$ cat src/rtl/motor_position_controller.sv
// Single-axis closed-loop position sequencer: move/home commands in, bridge drive out.
// Latency: a command is accepted in IDLE and the drive outputs change on the next clock edge.
// Backpressure: cmd_ready is high only in IDLE, so a new command waits until the current one ends.
// Ports: clk/reset (async active-low); cmd_valid/cmd_ready/cmd_home/cmd_target command channel;
//   angle/index tracker and home-sensor inputs (async); abort stop request;
//   motor_en/pwm/clockwise bridge drive; trk_reset tracker clear (active-low);
//   busy/done/fault host status.
module motor_position_controller #(
  parameter int         TOL           = 4,
  parameter int         SLOW_BAND     = 64,
  parameter logic [7:0] FAST_DUTY     = 8'd200,
  parameter logic [7:0] SLOW_DUTY     = 8'd80,
  parameter int         SETTLE_CYCLES = 1000,
  parameter int         STALL_CYCLES  = 100000,
  parameter int         MAX_RETRY     = 3
) (
  input  logic        clk,
  input  logic        reset,
  input  logic        cmd_valid,
  output logic        cmd_ready,
  input  logic        cmd_home,
  input  logic [11:0] cmd_target,
  input  logic [11:0] angle,
  input  logic        index,
  input  logic        abort,
  output logic        motor_en,
  output logic        pwm,
  output logic        clockwise,
  output logic        trk_reset,
  output logic        busy,
  output logic        done,
  output logic        fault
);

  localparam int DW = $clog2(SETTLE_CYCLES + 1);
  localparam int SW = $clog2(STALL_CYCLES + 1);
  localparam int RW = $clog2(MAX_RETRY + 2);
  localparam logic [11:0] TOL_L  = 12'(TOL);
  localparam logic [11:0] BAND_L = 12'(SLOW_BAND);

  typedef enum logic [2:0] {
    S_IDLE, S_MOVE, S_SETTLE, S_HOME, S_ZERO, S_DONE, S_FAULT
  } state_t;

  state_t state, state_n;

  logic [11:0]   ang_a, ang_b, ang_s, ang_q, tgt;
  logic          idx_s1, idx_s2, idx_s3;
  logic [DW-1:0] dwell;
  logic [SW-1:0] stall_cnt;
  logic [RW-1:0] retry, retry_d;
  logic [7:0]    pwm_cnt, duty, duty_d;
  logic          en_d, cw_d, trk_d, busy_d, done_d, fault_d;

  logic          accept;
  logic [11:0]   tgt_eff, err, mag;
  logic          cw_now, at_tgt, ang_chg, idx_chg, idx_rise;
  logic          settle_exp, zero_exp, stall_hit, driving;

  assign cmd_ready = (state == S_IDLE);
  assign accept    = cmd_valid && cmd_ready;

  // On the accept cycle tgt is not yet loaded, so steer with the incoming target.
  assign tgt_eff = accept ? cmd_target : tgt;
  assign err     = tgt_eff - ang_s;
  // err == 2048 has bit 11 set; 0 - 2048 wraps back to 2048, so the tie needs no special case.
  assign mag     = err[11] ? (12'd0 - err) : err;
  assign cw_now  = (err <= 12'd2048);
  assign at_tgt  = (mag <= TOL_L);

  assign ang_chg    = (ang_s != ang_q);
  assign idx_chg    = (idx_s2 != idx_s3);
  assign idx_rise   = idx_s2 && !idx_s3;
  assign settle_exp = (dwell == DW'(SETTLE_CYCLES - 1));
  assign zero_exp   = (dwell == DW'(1));
  assign stall_hit  = (stall_cnt >= SW'(STALL_CYCLES));
  assign driving    = (state == S_MOVE) || (state == S_HOME);

  assign pwm = motor_en && (pwm_cnt < duty);

  // State register
  always_ff @(posedge clk or negedge reset) begin
    if (!reset) state <= S_IDLE;
    else        state <= state_n;
  end

  // Next-state logic; abort overrides everything outside IDLE
  always_comb begin
    state_n = state;
    if (state != S_IDLE && abort) begin
      state_n = S_IDLE;
    end else begin
      case (state)
        S_IDLE:   if (accept) state_n = cmd_home ? S_HOME : S_MOVE;
        S_MOVE:   if (stall_hit) state_n = S_FAULT;
                  else if (at_tgt) state_n = S_SETTLE;
        S_SETTLE: if (settle_exp) begin
                    if (at_tgt)                     state_n = S_DONE;
                    else if (retry < RW'(MAX_RETRY)) state_n = S_MOVE;
                    else                            state_n = S_FAULT;
                  end
        S_HOME:   if (stall_hit) state_n = S_FAULT;
                  else if (idx_rise) state_n = S_ZERO;
        S_ZERO:   if (zero_exp) state_n = S_DONE;
        S_DONE:   state_n = S_IDLE;
        S_FAULT:  state_n = S_IDLE;
        default:  state_n = S_IDLE;
      endcase
    end
  end

  // Output logic: values for the next state, registered below so the bridge never sees glitches
  always_comb begin
    en_d    = (state_n == S_MOVE) || (state_n == S_HOME);
    cw_d    = clockwise;
    duty_d  = duty;
    trk_d   = (state_n != S_ZERO);
    busy_d  = (state_n != S_IDLE);
    done_d  = (state_n == S_DONE);
    fault_d = fault;
    retry_d = retry;
    if (state_n == S_HOME) begin
      cw_d   = 1'b0;
      duty_d = SLOW_DUTY;
    end else if (state_n == S_MOVE) begin
      cw_d   = cw_now;
      duty_d = (mag <= BAND_L) ? SLOW_DUTY : FAST_DUTY;
    end
    if (accept) begin
      fault_d = 1'b0;
      retry_d = '0;
    end else if (state == S_SETTLE && state_n == S_MOVE) begin
      retry_d = retry + 1'b1;
    end
    if (state_n == S_FAULT) fault_d = 1'b1;
  end

  always_ff @(posedge clk or negedge reset) begin
    if (!reset) begin
      motor_en  <= 1'b0;
      clockwise <= 1'b1;
      trk_reset <= 1'b1;
      busy      <= 1'b0;
      done      <= 1'b0;
      fault     <= 1'b0;
      duty      <= '0;
      retry     <= '0;
      pwm_cnt   <= '0;
      tgt       <= '0;
      dwell     <= '0;
      stall_cnt <= '0;
      ang_a     <= '0;
      ang_b     <= '0;
      ang_s     <= '0;
      ang_q     <= '0;
      idx_s1    <= 1'b0;
      idx_s2    <= 1'b0;
      idx_s3    <= 1'b0;
    end else begin
      motor_en  <= en_d;
      clockwise <= cw_d;
      trk_reset <= trk_d;
      busy      <= busy_d;
      done      <= done_d;
      fault     <= fault_d;
      duty      <= duty_d;
      retry     <= retry_d;
      pwm_cnt   <= pwm_cnt + 8'd1;
      if (accept) tgt <= cmd_target;
      // Two matching consecutive samples reject a torn multi-bit transition.
      ang_a <= angle;
      ang_b <= ang_a;
      if (ang_a == ang_b) ang_s <= ang_a;
      ang_q  <= ang_s;
      idx_s1 <= index;
      idx_s2 <= idx_s1;
      idx_s3 <= idx_s2;
      // Dwell timer restarts on every state entry and only runs where a timed wait exists.
      if (state_n != state || !(state == S_SETTLE || state == S_ZERO)) dwell <= '0;
      else                                                           dwell <= dwell + 1'b1;
      // Stall timer: any observed motion (or index activity while homing) restarts it.
      if (driving && state_n == state && !ang_chg && !(state == S_HOME && idx_chg))
        stall_cnt <= stall_cnt + 1'b1;
      else
        stall_cnt <= '0;
    end
  end

endmodule

$ cat config.mk
export PLATFORM = sky130hd
export DESIGN_NAME = motor_position_controller
export DESIGN_NICKNAME = d
export VERILOG_FILES = /design/src/rtl/motor_position_controller.sv
export SDC_FILE = /design/constraint.sdc
export NUM_CORES = 1
export LEC_CHECK = 0
export BUFFER_PORTS_ARGS = -buffer_cell sky130_fd_sc_hd__clkbuf_2
export CAP_MARGIN = 20
export CORE_ASPECT_RATIO = 1.2
export CORE_UTILIZATION = 50
export CTS_CLUSTER_SIZE = 28
export DETAILED_ROUTE_END_ITERATION = 10
export PLACE_DENSITY = 0.76
export SYNTH_ARGS = -nofsm -noshare
export SYNTH_HDL_FRONTEND = slang
export SYNTH_SLANG_ARGS = --single-unit
$ cat constraint.sdc
create_clock -name clk -period 8.4 [get_ports clk]
set_clock_uncertainty 0.1 [all_clocks]
set_input_delay 1.26 -clock clk [delete_from_list [all_inputs] [get_ports clk]]
set_output_delay 1.26 -clock clk [all_outputs]
set_load 0.05 [all_outputs]
; ---- Yosys cells after proc, flatten, opt, wreduce, memory -nomap -nowiden
; Index checks and enable logic that the tools add are counted.
[totals]
word_cells = 96
ff_bits = 118
out_inout_bits = 8
[classes]
n_eq_ne = 16
reduce_logical = 23
order_cmp = 6
n_addsub = 6
mux = 25
[ops]
columns = op, count
row1 = 2-to-1 mux 3 bit, 12
row2 = 2-to-1 mux 12 bit, 2
row3 = 2-to-1 mux 8 bit, 3
row4 = adder 17 x 1 -> 17 bit (second input constant), 1
row5 = >= comparator 17 bit (second input constant), 1
row6 = 2-to-1 mux 17 bit, 1
row7 = case mux 3 bit (5 select lines), 1
row8 = equality test 12 bit, 1
row9 = less-or-equal comparator 12 bit (second input constant), 1
row10 = less-or-equal comparator 12 x 3 -> 1 bit (second input constant), 1
row11 = less-or-equal comparator 12 x 7 -> 1 bit (second input constant), 1
row12 = inequality test 12 bit, 1
row13 = subtractor 1 x 12 -> 12 bit (first input constant), 1
row14 = subtractor 12 bit, 1
row15 = adder 10 x 1 -> 10 bit (second input constant), 1
row16 = equality test 10 x 1 -> 1 bit (second input constant), 1
row17 = equality test 10 bit (second input constant), 1
row18 = 2-to-1 mux 10 bit, 1
row19 = equality test 3 x 2 -> 1 bit (second input constant), 3
row20 = equality test 3 bit (second input constant), 3
row21 = logical AND 1 bit, 9
row22 = adder 8 x 1 -> 8 bit (second input constant), 1
row23 = less-than comparator 8 bit, 1
row24 = equality test 3 x 1 -> 1 bit (second input constant), 2
row25 = 13 further kinds, 25

; ---- Logic depth before layout (Yosys ltp)
[depth]
depth_word = 16
depth_mapped = 23
ltp_nobuf = 18

; ---- Worst setup path after synthesis
; Ideal clock, no wire load.
[synth_path]
path_kind = input-to-reg
start = input cmd_valid
end = register stall_cnt[10]
t_required_ns = 8.214
slack_ns = 2.903
setup_time_ns = 0.086
arrival_time_ns = 5.311
path_stages = 19
path_cell_list = and2_4 -> buf_12 -> clkbuf_1 -> mux2i_1 -> ha_1 -> fa_1 -> xor2_1 -> nand3_1 -> or3_1 -> a2111oi_0 -> o2111a_1 -> o22ai_2 -> o31ai_1 -> nand2b_1 -> inv_2 -> xnor2_1 -> nand3_2 -> buf_6 -> nor3_1
[synth_between]
elab_chain_len = 15
[synth_lines]
columns = element, line
row1 = "start, declared", 19  ; input logic cmd_valid,
row2 = logical AND 1 bit *, 61  ; assign accept = cmd_valid && cmd_ready;
row3 = 2-to-1 mux 12 bit, -
row4 = subtractor 12 bit, 65  ; assign err = tgt_eff - ang_s;
row5 = subtractor 1 x 12 -> 12 bit, 67  ; assign mag = err[11] ? (12'd0 - err) : err;
row6 = 2-to-1 mux 12 bit, 67
row7 = less-or-equal comparator 12 x 3 -> 1 bit, 69  ; assign at_tgt = (mag <= TOL_L);
row8 = "2-to-1 mux 3 bit, on equally long branches", "98, 96"
row9 = "2-to-1 mux 3 bit, on equally long branches", "97, 95"
row10 = case mux 3 bit (5 select lines) *, 93  ; case (state)
row11 = 2-to-1 mux 3 bit *, 90  ; if (state != S_IDLE && abort) begin
row12 = named net state_n[2], 45  ; state_t state, state_n;
row13 = equality test 3 bit *, 182  ; if (driving && state_n == state && !ang_chg && !(state == S_HOME && idx_chg))
row14 = logical AND 1 bit * (3 in series), 182
row15 = 2-to-1 mux 17 bit *, 182
row16 = "end signal, assigned", 183  ; stall_cnt <= stall_cnt + 1'b1;
row17 = "end, declared", 50  ; logic [SW-1:0] stall_cnt;
; The timed path passes the listed nets; every way through them passes the cells marked *.
; A chain may end at the register's enable or synchronous reset.

; ---- Final worst setup path
[layout_path]
start = input cmd_valid
end = register stall_cnt[12]
[layout_between]
elab_chain_len = 15
[layout_lines]
columns = element, line
row1 = logical AND 1 bit *, 61
row2 = 2-to-1 mux 12 bit *, -
row3 = named net tgt_eff[6], 56  ; logic [11:0] tgt_eff, err, mag;
row4 = subtractor 12 bit *, 65
row5 = subtractor 1 x 12 -> 12 bit, 67
row6 = 2-to-1 mux 12 bit *, 67
row7 = less-or-equal comparator 12 x 3 -> 1 bit *, 69
row8 = "2-to-1 mux 3 bit, on equally long branches", "98, 96"
row9 = "2-to-1 mux 3 bit, on equally long branches", "97, 95"
row10 = case mux 3 bit (5 select lines) *, 93
row11 = 2-to-1 mux 3 bit *, 90
row12 = named net state_n[2], 45
row13 = equality test 3 bit *, 182
row14 = logical AND 1 bit * (3 in series), 182
row15 = 2-to-1 mux 17 bit *, 182
; Marked as above.

==> run metrics <==
worst vdd rail ir drop around 240 uV; type of the worst setup path input pin to flop; H-tree depth reported by CTS 4; Placer Congestion 0.908; Reg area 2830 um2; number of cell instances on the worst register-to-register path 17; fin nets 641; share of the clock period used by the worst path 68.8%; antenna violations before repair 0; number of endpoints with negative hold slack in the final report 0; placeable core region approximately 11000 um2; n_diodes 0; count of different cell masters after synthesis 72; I/O Buffers 37; count of fill cells added during filler insertion 955; endpoint type of the worst setup path flop; power density over cell area 368 nW/um2; category of the worst setup path launch point input pin; Gate Count Post-Synth 545; maximum number of buffers from clock root to sink 2; starting density of the core 52.0%; multi-input logic area 2750 um2; mapped cell area 5790 um2; residual overflow from global routing 0; outcome complete, no violations; post-place setup slack 2270 ps; Syn Nets 597; Worst Hold Class flop to flop; number of rows created at floorplan 42; number of buffers inserted during clock tree synthesis 17; top-level I/O count 38; most common cell after layout, fill and taps aside sky130_fd_sc_hd__dfrtp_1; Period minus WS final 5780 ps; number of iterations in the first detailed-routing pass 4; area added between synthesis and finish 16.2%; sequential cell area fraction in the yosys report 48.9%; die extent in x 100 um; TritonCTS clock tree done; switching power summed over all nets ~950 uW; # DRC 0; share of cells above drive strength 1 17.5%; Ys Warns 0; wirelength, routed between 10 and 15 mm; CP required 8610 ps; CTS Root Cell sky130_fd_sc_hd__clkbuf_16; static leakage power 0.00297 uW; average instance area after synthesis 10.6 um2; number of cells upsized or downsized after cts 0; worst slew margin relative to its limit 38.8%; Flop pwr share 26.6%; critical path data arrival time approximately 6000 ps; vias after detailed routing 4173; Detail Placement HPWL 8.55 mm; final setup violation count 0; internal power component 1530 uW; number of global-route vias before repair about 4400; Net Sw Frac a little under two fifths; number of enable flip-flop cells after synthesis 0; setup total negative slack 0 ps; die height between 100 and 150 um; Antenna Nets Post-Route 0; unrepaired setup endpoints after global routing false; most frequent cells in the layout 111 x sky130_fd_sc_hd__dfrtp_1, 44 x sky130_fd_sc_hd__nand2_1, 41 x sky130_fd_sc_hd__xnor2_1; detail-routed via count per cell 5.53; post-synth top area share 48.0%; largest driver fanout on the critical path 19; number of cells traversed by the worst hold path 0; dominant register cell in the synthesized netlist sky130_fd_sc_hd__dfrtp_1; async set or reset register ratio after synthesis between 90% and 100%; routed length per instance around 16 um; Post-CTS Setup Inserts 0; part of the total power dissipated in combinational logic approximately 43%; final worst setup slack roughly 2600 ps; slew at the pin closest to its max-slew limit 918 ps; Final Max Tran Viols 0; largest net degree at the start of global routing a little under 80; global-route total usage across every layer 22.3%; first-pass GRT wire length ~21 mm; clock share of power between 30% and 40%; cells taking the most area after synthesis sky130_fd_sc_hd__dfrtp_1 48%, sky130_fd_sc_hd__xnor2_1 6.2%, sky130_fd_sc_hd__ha_1 4.5%; clk slew on worst S/H paths 50 ps; leading area contributor after synthesis sky130_fd_sc_hd__dfrtp_1; Final Total Pwr 2480 uW; die outline area 12000 um2; latest clock arrival within the worst-skew pair 410 ps; TritonCTS Sinks 113; fmax 0.173 GHz; hold buffer count at cts 0; violation count after the first detailed-route iteration 219; number of violations of the max-capacitance limit 0; number of storage elements in the synthesis netlist 113
==> layout make-up <==
class / instances / share of cell area (%)
Sequential cell: 113 / 42.1
Inverter: 31 / 1.73
Clock buffer: 21 / 7.00
Tap cell: 154 / 2.87
Timing Repair Buffer: 40 / 3.13
Clock inverter: 9 / 2.33
Multi-Input combinational cell: 386 / 40.9
==> critical path: stages <==
cell and delay (ps):
sky130_fd_sc_hd__clkbuf_2 80, sky130_fd_sc_hd__and2_4 290, sky130_fd_sc_hd__mux2_2 380, sky130_fd_sc_hd__ha_1 410, sky130_fd_sc_hd__a21oi_1 270, sky130_fd_sc_hd__nor2_1 60
sky130_fd_sc_hd__o21ai_0 220, sky130_fd_sc_hd__a31oi_1 170, sky130_fd_sc_hd__xnor2_1 750, sky130_fd_sc_hd__o31ai_1 280, sky130_fd_sc_hd__a32oi_1 510, sky130_fd_sc_hd__o31ai_1 200
sky130_fd_sc_hd__nand2b_1 170, sky130_fd_sc_hd__inv_2 90, sky130_fd_sc_hd__xnor2_1 180, sky130_fd_sc_hd__nand3_2 320, sky130_fd_sc_hd__nor3_1 320
==> path summary, 6_finish.rpt <==
kind	startpoint	to	slack [ps]
worst min-delay path	idx_s1$_DFF_PN0_	idx_s2$_DFF_PN0_	250
max in group asynchronous	reset	tgt[2]$_DFF_PN0_	6200
worst max register to register	state[1]$_DFF_PN0_	stall_cnt[12]$_DFF_PN0_	2690
worst min register to register	idx_s1$_DFF_PN0_	idx_s2$_DFF_PN0_	250
min in group asynchronous	reset	stall_cnt[5]$_DFF_PN0_	710
worst max-delay path	cmd_valid	stall_cnt[12]$_DFF_PN0_	2620
==> metrics by stage <==
stage	hold slack (ps)	std cells	utilization, %	instance area [um2]
4_1_cts	262	754	60.4	6720
6_report	254	754	60.4	6720
3_5_place_dp	250	724	54.7	6100
5_1_grt	264	754	60.4	6720
2_1_floorplan	231	545	-	5790
3_3_place_gp	239	724	54.7	6100
==> Yosys cell counts (all sizes together) (6+ instances only) <==
cell    count
buf         8
nand3      22
inv        31
or3         6
nor2       33
and3       11
nor4        6
nand4       8
a21oi      22
dfrtp     111
o21ai      24
clkbuf      7
nand2      44
nor3       21
nand2b      7
ha         21
mux2       15
xnor2      41
xor2       22
==> metal layers <==
metal	share of wire, %	routed length, um	GRT usage (%)	up-vias
li1	-	-	-	2026
met1	43	5130	26.1	2050
met5	0	0	0	-
met2	52	6300	38.8	81
met3	3.1	376	5.36	16
met4	1.8	211	9.60	0
==> registers in the layout (all words and copies together), names as in the netlist, 8 cells and up <==
| signal | flops |
|---|---|
| ang_a | 12 |
| ang_b | 12 |
| ang_q | 12 |
| ang_s | 12 |
| dwell | 10 |
| pwm_cnt | 8 |
| stall_cnt | 17 |
| tgt | 12 |
==> logic make-up (layout without fill, tap and decap cells) <==
kind of cell    after synthesis  after routing  synth area share (%)
simple gates                183            183                  17.1
flops                       113            113                  48.9
compound gates              100            100                  11.8
xor+xnor                     64             64                  10.2
buf+inv                      46            101                  3.85
fa+ha+maj                    22             22                  4.89
mux                          17             17                  3.33
==> power groups by stage <==
stage          Combinational (uW)  Sequential, uW  Clock [uW]
2_1_floorplan                 845             670           0
3_3_place_gp                 1020             664           0
3_5_place_dp                 1040             668           0
4_1_cts                      1060             659         768
5_1_grt                      1180             666         792
6_report                     1060             658         754
Power figures use the tool's default switching activity.
